### config.mk
export PLATFORM = sky130hd
export DESIGN_NAME = branch_trace_sequencer
export DESIGN_NICKNAME = d
export VERILOG_FILES = /design/src/rtl/branch_trace_sequencer.sv
export SDC_FILE = /design/constraint.sdc
export NUM_CORES = 1
export LEC_CHECK = 0
export ABC_CLOCK_PERIOD_IN_PS = 7300
export CORE_ASPECT_RATIO = 1.2
export CORE_MARGIN = 4
export CORE_UTILIZATION = 45
export DETAILED_ROUTE_END_ITERATION = 16
export HOLD_SLACK_MARGIN = 0.15
export PLACE_DENSITY = 0.79
export SYNTH_ARGS = -nofsm -noshare
export SYNTH_HDL_FRONTEND = slang
export SYNTH_SLANG_ARGS = --single-unit
### constraint.sdc
create_clock -name clk -period 7.3 [get_ports clk]
set_clock_uncertainty 0.2 [all_clocks]
set_input_delay 1.46 -clock clk [delete_from_list [all_inputs] [get_ports clk]]
set_output_delay 1.46 -clock clk [all_outputs]
set_load 0.05 [all_outputs]
### src/rtl/branch_trace_sequencer.sv
// branch_trace_sequencer: buffers branch trace records in a FIFO and replays
// them one at a time through the perceptron predictor handshake
// (new_data_avail -> pred_ready -> training_done), with a per-phase watchdog.
//
// Optional feature macro: SEQ_STATS_EN. When defined, branch_count,
// mispredict_count, last_pred and last_pred_valid are live. When undefined,
// they are tied to 0 and their registers are removed.
//
// Ports:
//   clk, rst                 clock, synchronous active-high reset
//   in_valid/in_ready        trace record handshake (in_addr, in_taken)
//   mem_reset_done           predictor weight memory initialised
//   pred_ready, prediction   predictor prediction strobe and direction
//   training_done            predictor weight update finished
//   inst_lowest_byte,
//   direction_ground_truth,
//   new_data_avail           registered request to the predictor
//   last_pred(_valid)        most recent captured prediction
//   busy                     FSM not idle or FIFO non-empty
//   timeout_err              sticky watchdog flag
//   branch_count,
//   mispredict_count         saturating statistics counters
module branch_trace_sequencer #(
    parameter int unsigned DEPTH   = 8,
    parameter int unsigned CNT_W   = 16,
    parameter int unsigned TIMEOUT = 64
) (
    input  logic             clk,
    input  logic             rst,
    input  logic             in_valid,
    output logic             in_ready,
    input  logic [7:0]       in_addr,
    input  logic             in_taken,
    input  logic             mem_reset_done,
    input  logic             pred_ready,
    input  logic             prediction,
    input  logic             training_done,
    output logic [7:0]       inst_lowest_byte,
    output logic             direction_ground_truth,
    output logic             new_data_avail,
    output logic             last_pred,
    output logic             last_pred_valid,
    output logic             busy,
    output logic             timeout_err,
    output logic [CNT_W-1:0] branch_count,
    output logic [CNT_W-1:0] mispredict_count
);

    localparam int unsigned PTR_W = $clog2(DEPTH);
    localparam int unsigned OCC_W = PTR_W + 1;
    localparam int unsigned WD_W  = $clog2(TIMEOUT);
    localparam int unsigned REC_W = 9;

    typedef enum logic [2:0] {
        WAIT_MEM,
        IDLE,
        ISSUE,
        TRAIN,
        GAP
    } state_t;

    state_t            state;
    logic [WD_W-1:0]   wd;
    logic              wd_hit;

    logic [REC_W-1:0]  mem [DEPTH];
    logic [PTR_W-1:0]  wr_ptr;
    logic [PTR_W-1:0]  rd_ptr;
    logic [OCC_W-1:0]  occ;
    logic              full;
    logic              empty;
    logic              push;
    logic              pop;

    // FIFO flags; in_ready ignores a same-cycle pop so a full FIFO never takes a push
    assign full     = (occ == OCC_W'(DEPTH));
    assign empty    = (occ == '0);
    assign in_ready = !full && !rst;
    assign push     = in_valid && in_ready;
    assign pop      = (state == IDLE) && !empty;
    assign busy     = !rst && ((state != IDLE) || !empty);
    assign wd_hit   = (wd == WD_W'(TIMEOUT - 1));

    // Record storage; contents need no reset since pointers define validity
    always_ff @(posedge clk) begin
        if (push) begin
            mem[wr_ptr] <= {in_addr, in_taken};
        end
    end

    // FIFO pointers and occupancy
    always_ff @(posedge clk) begin
        if (rst) begin
            wr_ptr <= '0;
            rd_ptr <= '0;
            occ    <= '0;
        end else begin
            if (push) wr_ptr <= wr_ptr + PTR_W'(1);
            if (pop)  rd_ptr <= rd_ptr + PTR_W'(1);
            occ <= occ + OCC_W'(push) - OCC_W'(pop);
        end
    end

    // Handshake sequencer with per-phase watchdog
    always_ff @(posedge clk) begin
        if (rst) begin
            state                  <= WAIT_MEM;
            wd                     <= '0;
            inst_lowest_byte       <= '0;
            direction_ground_truth <= 1'b0;
            new_data_avail         <= 1'b0;
            timeout_err            <= 1'b0;
        end else begin
            case (state)
                WAIT_MEM: begin
                    if (mem_reset_done) state <= IDLE;
                end
                IDLE: begin
                    if (!empty) begin
                        {inst_lowest_byte, direction_ground_truth} <= mem[rd_ptr];
                        new_data_avail <= 1'b1;
                        wd             <= '0;
                        state          <= ISSUE;
                    end
                end
                ISSUE: begin
                    if (pred_ready) begin
                        wd <= '0;
                        if (training_done) begin
                            new_data_avail <= 1'b0;
                            state          <= GAP;
                        end else begin
                            state <= TRAIN;
                        end
                    end else if (wd_hit) begin
                        timeout_err    <= 1'b1;
                        new_data_avail <= 1'b0;
                        wd             <= '0;
                        state          <= GAP;
                    end else begin
                        wd <= wd + WD_W'(1);
                    end
                end
                TRAIN: begin
                    if (training_done) begin
                        new_data_avail <= 1'b0;
                        wd             <= '0;
                        state          <= GAP;
                    end else if (wd_hit) begin
                        timeout_err    <= 1'b1;
                        new_data_avail <= 1'b0;
                        wd             <= '0;
                        state          <= GAP;
                    end else begin
                        wd <= wd + WD_W'(1);
                    end
                end
                GAP: begin
                    // guarantees new_data_avail is low for a full cycle
                    state <= IDLE;
                end
                default: begin
                    state <= WAIT_MEM;
                end
            endcase
        end
    end

`ifdef SEQ_STATS_EN
    logic capture;
    logic complete;

    // An event in its awaiting state wins over a watchdog expiry on the same edge
    assign capture  = (state == ISSUE) && pred_ready;
    assign complete = training_done &&
                      (((state == ISSUE) && pred_ready) || (state == TRAIN));

    // Prediction capture and saturating statistics
    always_ff @(posedge clk) begin
        if (rst) begin
            last_pred        <= 1'b0;
            last_pred_valid  <= 1'b0;
            branch_count     <= '0;
            mispredict_count <= '0;
        end else begin
            if (capture) begin
                last_pred       <= prediction;
                last_pred_valid <= 1'b1;
                if ((prediction != direction_ground_truth) && (mispredict_count != '1)) begin
                    mispredict_count <= mispredict_count + CNT_W'(1);
                end
            end
            if (complete && (branch_count != '1)) begin
                branch_count <= branch_count + CNT_W'(1);
            end
        end
    end
`else
    // prediction only feeds the statistics, which are absent in this build
    logic unused_stats;
    assign unused_stats     = prediction;
    assign last_pred        = 1'b0;
    assign last_pred_valid  = 1'b0;
    assign branch_count     = '0;
    assign mispredict_count = '0;
`endif

endmodule

* After elaboration in Yosys (flattened, before gate mapping)
Memory sizes are Yosys's and may differ from the RTL's. A register that Yosys moved wholly into a read port is not among the register bits.
Cells that the tools add are included.
** Word-level totals
- Register bits :: 21
- Latch bits :: 0
- Bits in writable memories :: 72
- Memory bits (read-only) :: 0
- Output and inout port bits :: 47
- Memories kept :: 1
** Cells by class
- Add/subtract/negate cells :: 5
- Multiply operators :: 0
- Div/mod/pow operators :: 0
- $lt $le $gt $ge :: 0
- Equal/unequal tests :: 12
- Shifts and indexed selects :: 0
- Multiplexer cells :: 24
- Bitwise logic cells :: 1
- Reductions and logical operators :: 17
** Memory list
- mem :: words 8, width 9, read ports 1, clocked after memory_dff 1, wr ports 1, line 66 : logic [REC_W-1:0] mem [DEPTH];
** Operator list (number)
- 6-bit 2-to-1 mux :: 4
- 3-bit 2-to-1 mux :: 6
- 6-bit one-hot mux with 3 select lines :: 1
- 3-bit one-hot mux with 5 select lines :: 1
- 1-bit 2-to-1 mux :: 10
- 2-bit != test, second input constant :: 4
- 3-bit by 1-bit adder with 3-bit output, second input constant :: 2
- 6-bit by 1-bit adder with 6-bit output, second input constant :: 1
- 3-bit by 2-bit == test with 1-bit output, second input constant :: 2
- 6-bit == test, second input constant :: 1
- 2-bit AND reduction :: 3
- 3-bit AND reduction :: 2
- 4-bit by 1-bit adder with 4-bit output :: 1
- 4-bit == test, second input constant :: 1
- 1-bit logical AND :: 4
- 4-bit zero test :: 1
- 4-bit by 1-bit subtractor with 4-bit output :: 1
- 3-bit by 1-bit == test with 1-bit output, second input constant :: 1
- 3-bit == test, second input constant :: 1
- 1-bit zero test :: 3
- 3-bit zero test :: 1
- 3-bit by 1-bit != test with 1-bit output, second input constant :: 1
- 3-bit != test, second input constant :: 1
- 1-bit one-hot mux with 3 select lines :: 1
- 5 further kinds :: 5

* Logic depth before layout (Yosys ltp)
Gate-level depths: netlist of run 1.
- Word-level depth :: 6
- Gate-level depth with buffers :: 13
- Mapped depth without buffers :: 11

* Worst setup path before layout of run 1
Ideal clock, no wire load.
- Path kind :: input to output
- From :: input port rst
- To :: output port busy
- Arrival time :: 2699 ps
- Required time :: 5640 ps
- Setup slack :: 2941 ps
- Stages on the path :: 3
- Cells stage by stage :: clkbuf_1 -> buf_2 -> a31oi_1
** On the way
- Cells in the longest elaborated chain, start to end :: 2
** RTL lines
- from (decl) :: line 29 : input logic rst,
- 1-bit zero test :: line 81 : assign busy = !rst && ((state != IDLE) || !empty);
- 1-bit logical AND :: line 81
- to (decl) :: line 43 : output logic busy,
Every way passes these cells.

* Worst setup path in the final report of run 1
Ends and elaborated chain as after synthesis.

==> results of run 1 <==
synth_stat cells (3+ instances only):
cell / count
ha_1: 9
buf_4: 36
nand2_1: 9
nor3_2: 9
xnor2_1: 4
edfxtp_1: 72
nor3_1: 5
a311oi_1: 3
nor2_4: 9
inv_1: 8
dfxtp_1: 30
nand3_1: 8
nor2_1: 15
o21ai_0: 3
o22ai_1: 10
nand2b_1: 9
buf_6: 3
nor2b_1: 3
a21oi_1: 9
mux4_2: 18
critical path, cell delays in order:
cell             delay (ns)
clkdlybuf4s50_1        0.39
buf_4                  0.26
a31oi_1                0.18
clkdlybuf4s50_1        0.82
sequential cells by signal, summed over array words and instances, names as in the netlist:
signal	count
wd	6
rd_ptr	3
occ	4
state	3
new_data_avail	1
mem	72
inst_lowest_byte	8
timeout_err	1
wr_ptr	3
direction_ground_truth	1
report_power, final:
group	switching, uW	internal [uW]
registers	54.6	671
clock network	209	235
logic	329	229
total	593	1140
worst paths after layout:
kind                     from     endpoint  slack (ns)
setup / recovery          rst         busy        2.52
hold / removal    timeout_err  timeout_err        0.28
setup reg to reg     state[0]       occ[2]        3.86
hold reg to reg   timeout_err  timeout_err        0.28
metrics by stage:
step / total power, uW / hold slack [ns] / setup WS [ns]
6_report: 1730 / 0.284 / 2.52
5_1_grt: 1820 / 0.309 / 2.45
4_1_cts: 1750 / 0.290 / 2.50
3_5_place_dp: 1300 / 0.271 / 2.51
3_3_place_gp: 1280 / 0.265 / 2.50
2_1_floorplan: 1210 / 0.286 / 2.94
final cells by class:
cell class	instances	area, um2	share of cell area [%]
clock buffers	9	225	4.42
clock inverters	7	53.8	1.06
inverters	10	37.5	0.736
multi-input cells	188	1570	30.8
flip-flops and latches	102	2760	54.2
well taps	126	158	3.09
repair buffers	30	293	5.74
cell families after synthesis:
group,Yosys count
compound gates,38
flops,102
fa+ha+maj,10
simple gates,81
buf+inv,56
mux,20
other cells,1
xor+xnor,5
routing by layer:
metal,GRT usage (%),vias to the layer above,part of all wire [%]
li1,-,1163,-
met1,16.7,1265,40
met2,24.7,79,53
met3,2.95,8,5.7
met4,6.07,0,1.7
met5,0,-,0
==> flow_summary.yaml, run 1 <==
status:
  outcome: "complete, no violations"
route:
  drc: 0
  vias_per_cell: 5.33
  drt_pass1_iterations: 4
  wl_per_cell_um: 16.8
  vias: 2515
  drt_iter0_drc: 160
  ant_nets: 0
  drt-total-wl_um: 7920
clock_network:
  clkLatencyLatePin_ns: 0.34
  cts_buffer_depth: 2
  post_cts_resized: 0
  cts_buffers: 9
  path_clk_slew_ns: 0.07
  tritoncts: "built"
  ctsHoldBuffers: 0
  cts-htree-levels: 3
  cts_setup_buffers: 0
  cts-root-buf: "clkbuf_16"
  cts.sink_count: 102
placed_design:
  dp_cells: 456
  dp.final_hpwl_um: 5370
  placed_area_um2: 4820
  numPortBuffers: 27
  place.gp.congestion: 0.744
cells_and_area:
  post-route-util_pct: 50.9
  final_net_count: 367
  stdcell_count: 472
  antenna_cells: 0
  layout_commonest_cell: "edfxtp_1"
  fillerInstances: 819
  final_cell_mix: "edfxtp_1, conb_1, dfxtp_1"
  drive_above_1_share_pct: 18.8
  design_area_um2: 5100
  syn_to_final_growth_pct: 11.2
sta:
  rsz0062_at_grt: "no"
  fin_crit_sh_pct: 65.4
  max_freq_ghz: 0.209
  setup_tns_ns: 0
  drv_slew: 0
  fin_crit_ns: 4.78
  setup_viol: 0
  slew_headroom_pct: 19.3
  hold_violations: 0
  max_slew.worst_pin.slew_ns: 1.21
setup_path:
  cp.arrival_ns: 3.12
  crit_fanout: 33
  startpoint_type: "primary input"
  required_ns: 5.64
  critPathCaptureType: "output port"
  reg2reg_depth: 9
  path_class: "in2out"
synthesis:
  synth_edf_count: 72
  synth_top_area_share_pct: 47.1
  synth_xor_area_share_pct: 0.955
  synth_area_leaders: "edfxtp_1, dfxtp_1, mux4_2"
  synth_top_family_by_area: "simple AND/OR/NAND/NOR gates"
  ys_seq_area_share_pct: 60.2
  ys_ff_latch: 102
  yosysUniqueCellTypes: 55
  synth-main-ff-cell: "edfxtp_1"
  synth.area.mux_share_pct: 9.28
  synthArstFlopShare_pct: 0
  synthesis.area_um2: 4590
  synthAdderAreaFrac_pct: 2.89
  synth-simple-area-share_pct: 11.9
  synth_compound_area_share_pct: 5.92
  ys_warn_count: 0
  synth_top_cell_by_area: "edfxtp_1"
  syn_area_per_cell_um2: 14.7
  netlist_instances: 313
flow_run:
  drv_cap: 0
global_routing:
  grt_pass1_vias: 2460
  track_usage_pct: 14.2
  grt_pass1_wl_um: 12800
  grt_overflow_total: 0
  antenna_found_initial: 0
  grt_max_degree: 34
power:
  ir_worst_vdd_mv: 0.162
  p_leak_uw: 0.00172
  power.density_nw_per_um2: 339
hold_path:
  hold_path_depth: 2
  hold_path.class: "reg2reg"
die:
  boundaryPins: 63
  core_um2: 10000
  die_w_um: 100
  fp-row-count: 40
  dieHeight_um: 119
  initial_core_util_pct: 45.8
  die_area_um2: 11900
No activity file was read; power rests on OpenSTA's default activity.
==> run 2: changes to the inputs <==
--- a/config.mk
+++ b/config.mk
@@ -5,7 +5,7 @@
 export SDC_FILE = /design/constraint.sdc
 export NUM_CORES = 1
 export LEC_CHECK = 0
-export ABC_CLOCK_PERIOD_IN_PS = 7300
+export ABC_CLOCK_PERIOD_IN_PS = 4600
 export CORE_ASPECT_RATIO = 1.2
 export CORE_MARGIN = 4
 export CORE_UTILIZATION = 45
==> constraint.sdc (replaced) <==
create_clock -name clk -period 4.6 [get_ports clk]
set_clock_uncertainty 0.2 [all_clocks]
set_input_delay 0.92 -clock clk [delete_from_list [all_inputs] [get_ports clk]]
set_output_delay 0.92 -clock clk [all_outputs]
set_load 0.05 [all_outputs]
==> flow_summary.yaml, run 2 (synthesis gave the netlist of run 1 again) <==
setup_path:
  required_ns: 4.62
  r2r_slack_ns: 1.20
  r2r_start: "state[0]"
  crit_fanout: 13
  rr_endpoint: "occ[2]"
  critPathCaptureType: "flip-flop"
  reg2reg_depth: 9
  startpoint_type: "flip-flop"
  cp.arrival_ns: 3.42
  path_class: "reg2reg"
route:
  vias: 2541
  ant_nets: 0
  drc: 0
  vias_per_cell: 5.30
  drt_iter0_drc: 164
  wl_per_cell_um: 16.7
  drt_pass1_iterations: 4
  drt-total-wl_um: 8020
hold_path:
  hold_path_depth: 2
  hold_path.class: "reg2reg"
  min_to: "timeout_err"
  hold_path.startpoint: "timeout_err"
cells_and_area:
  final_net_count: 374
  layout_commonest_cell: "edfxtp_1"
  sequential_cell_area_um2: 2760
  antenna_cells: 0
  multiInputGateArea_um2: 1550
  largestRegisters: "mem: 72 flops, inst_lowest_byte: 8 flops, wd: 6 flops"
  post-route-util_pct: 51.3
  stdcell_count: 479
  regMostFlops: "mem"
  fillerInstances: 822
  design_area_um2: 5140
  drive_above_1_share_pct: 19.5
  syn_to_final_growth_pct: 12.0
  final_cell_mix: "edfxtp_1, conb_1, dfxtp_1"
  largest_reg_flops: 72
clock_network:
  cts_buffer_depth: 2
  clkLatencyLatePin_ns: 0.34
  path_clk_slew_ns: 0.06
  cts_buffers: 9
  tritoncts: "built"
  cts_setup_buffers: 0
  cts-htree-levels: 3
  ctsHoldBuffers: 0
  cts-root-buf: "clkbuf_16"
  post_cts_resized: 0
  cts.sink_count: 102
placed_design:
  dp_cells: 463
  numPortBuffers: 27
  place.gp.congestion: 0.762
  placed_area_um2: 4850
  dp_worst_setup_slack_ns: 1.15
  dp.final_hpwl_um: 5280
die:
  initial_core_util_pct: 45.8
  die_area_um2: 11900
  core_um2: 10000
  dieHeight_um: 119
  fp-row-count: 40
  die_w_um: 100
  boundaryPins: 63
power:
  internal_power_uw: 1850
  switching_share_pct: 33.1
  p_leak_uw: 0.00175
  ir_worst_vdd_mv: 0.270
  switchingPower_uw: 917
  seq_power_share_pct: 41.6
  p_comb_share_pct: 31.9
  p_clk_share_pct: 26.5
  power.density_nw_per_um2: 539
sta:
  fin_crit_ns: 3.40
  drv_slew: 0
  hold_violations: 0
  slew_headroom_pct: 21.6
  setup_tns_ns: 0
  max_slew.worst_pin.slew_ns: 1.18
  setup_viol: 0
  fin_crit_sh_pct: 73.8
  finalWorstSetupSlack_ns: 1.20
  rsz0062_at_grt: "no"
  max_freq_ghz: 0.294
status:
  outcome: "complete, no violations"
flow_run:
  drv_cap: 0
global_routing:
  grt_pass1_wl_um: 12700
  grt_max_degree: 33
  grt_overflow_total: 0
  grt_pass1_vias: 2470
  antenna_found_initial: 0
  track_usage_pct: 14.2
## run 2: final cells by class
| type | instances | share of cell area, % |
|---|---|---|
| clock buffer | 11 | 4.53 |
| clock inverter | 5 | 1.12 |
| inverter | 10 | 0.731 |
| multi-input combinational | 188 | 30.1 |
| sequential | 102 | 53.8 |
| tap | 126 | 3.07 |
| timing repair buffer | 37 | 6.63 |
## run 2: how the worst max path moves through the flow
stage             start     end  slack, ns
2_1_floorplan       rst    busy       1.32
3_3_place_gp   in_valid  occ[2]       1.20
3_5_place_dp   in_valid  occ[2]       1.15
4_1_cts        state[0]  occ[2]       1.15
5_1_grt        state[0]  occ[2]       0.99
6_report       state[0]  occ[2]       1.20
## run 2: power groups by stage
stage,sequential (uW),combinational [uW],clock (uW)
2_1_floorplan,1260,665,0
4_1_cts,1150,894,754
3_3_place_gp,1170,870,0
3_5_place_dp,1170,888,0
6_report,1150,881,734
5_1_grt,1160,955,795
## run 2: layer usage
metal / GRT usage [%] / vias to the layer above / part of all wire, %
met1: 17.1 / 1258 / 41
li1: - / 1176 / -
met3: 4.49 / 18 / 6.3
met4: 5.90 / 0 / 2.1
met2: 23.3 / 89 / 51
met5: 0 / - / 0
## run 2: metrics by stage
stage,hold WS (ns),power (uW)
2_1_floorplan,0.286,1920
5_1_grt,0.317,2920
3_5_place_dp,0.272,2060
4_1_cts,0.291,2800
3_3_place_gp,0.260,2040
6_report,0.277,2770
## run 2: critical path, cell delays in order (launching register included)
cell and delay (ns):
dfxtp_1 0.50, nor3b_4 0.36, and2_1 0.96, ha_1 0.40
inv_1 0.06, ha_1 0.15, inv_1 0.05, fa_1 0.37
xor2_1 0.17, nor2_1 0.05
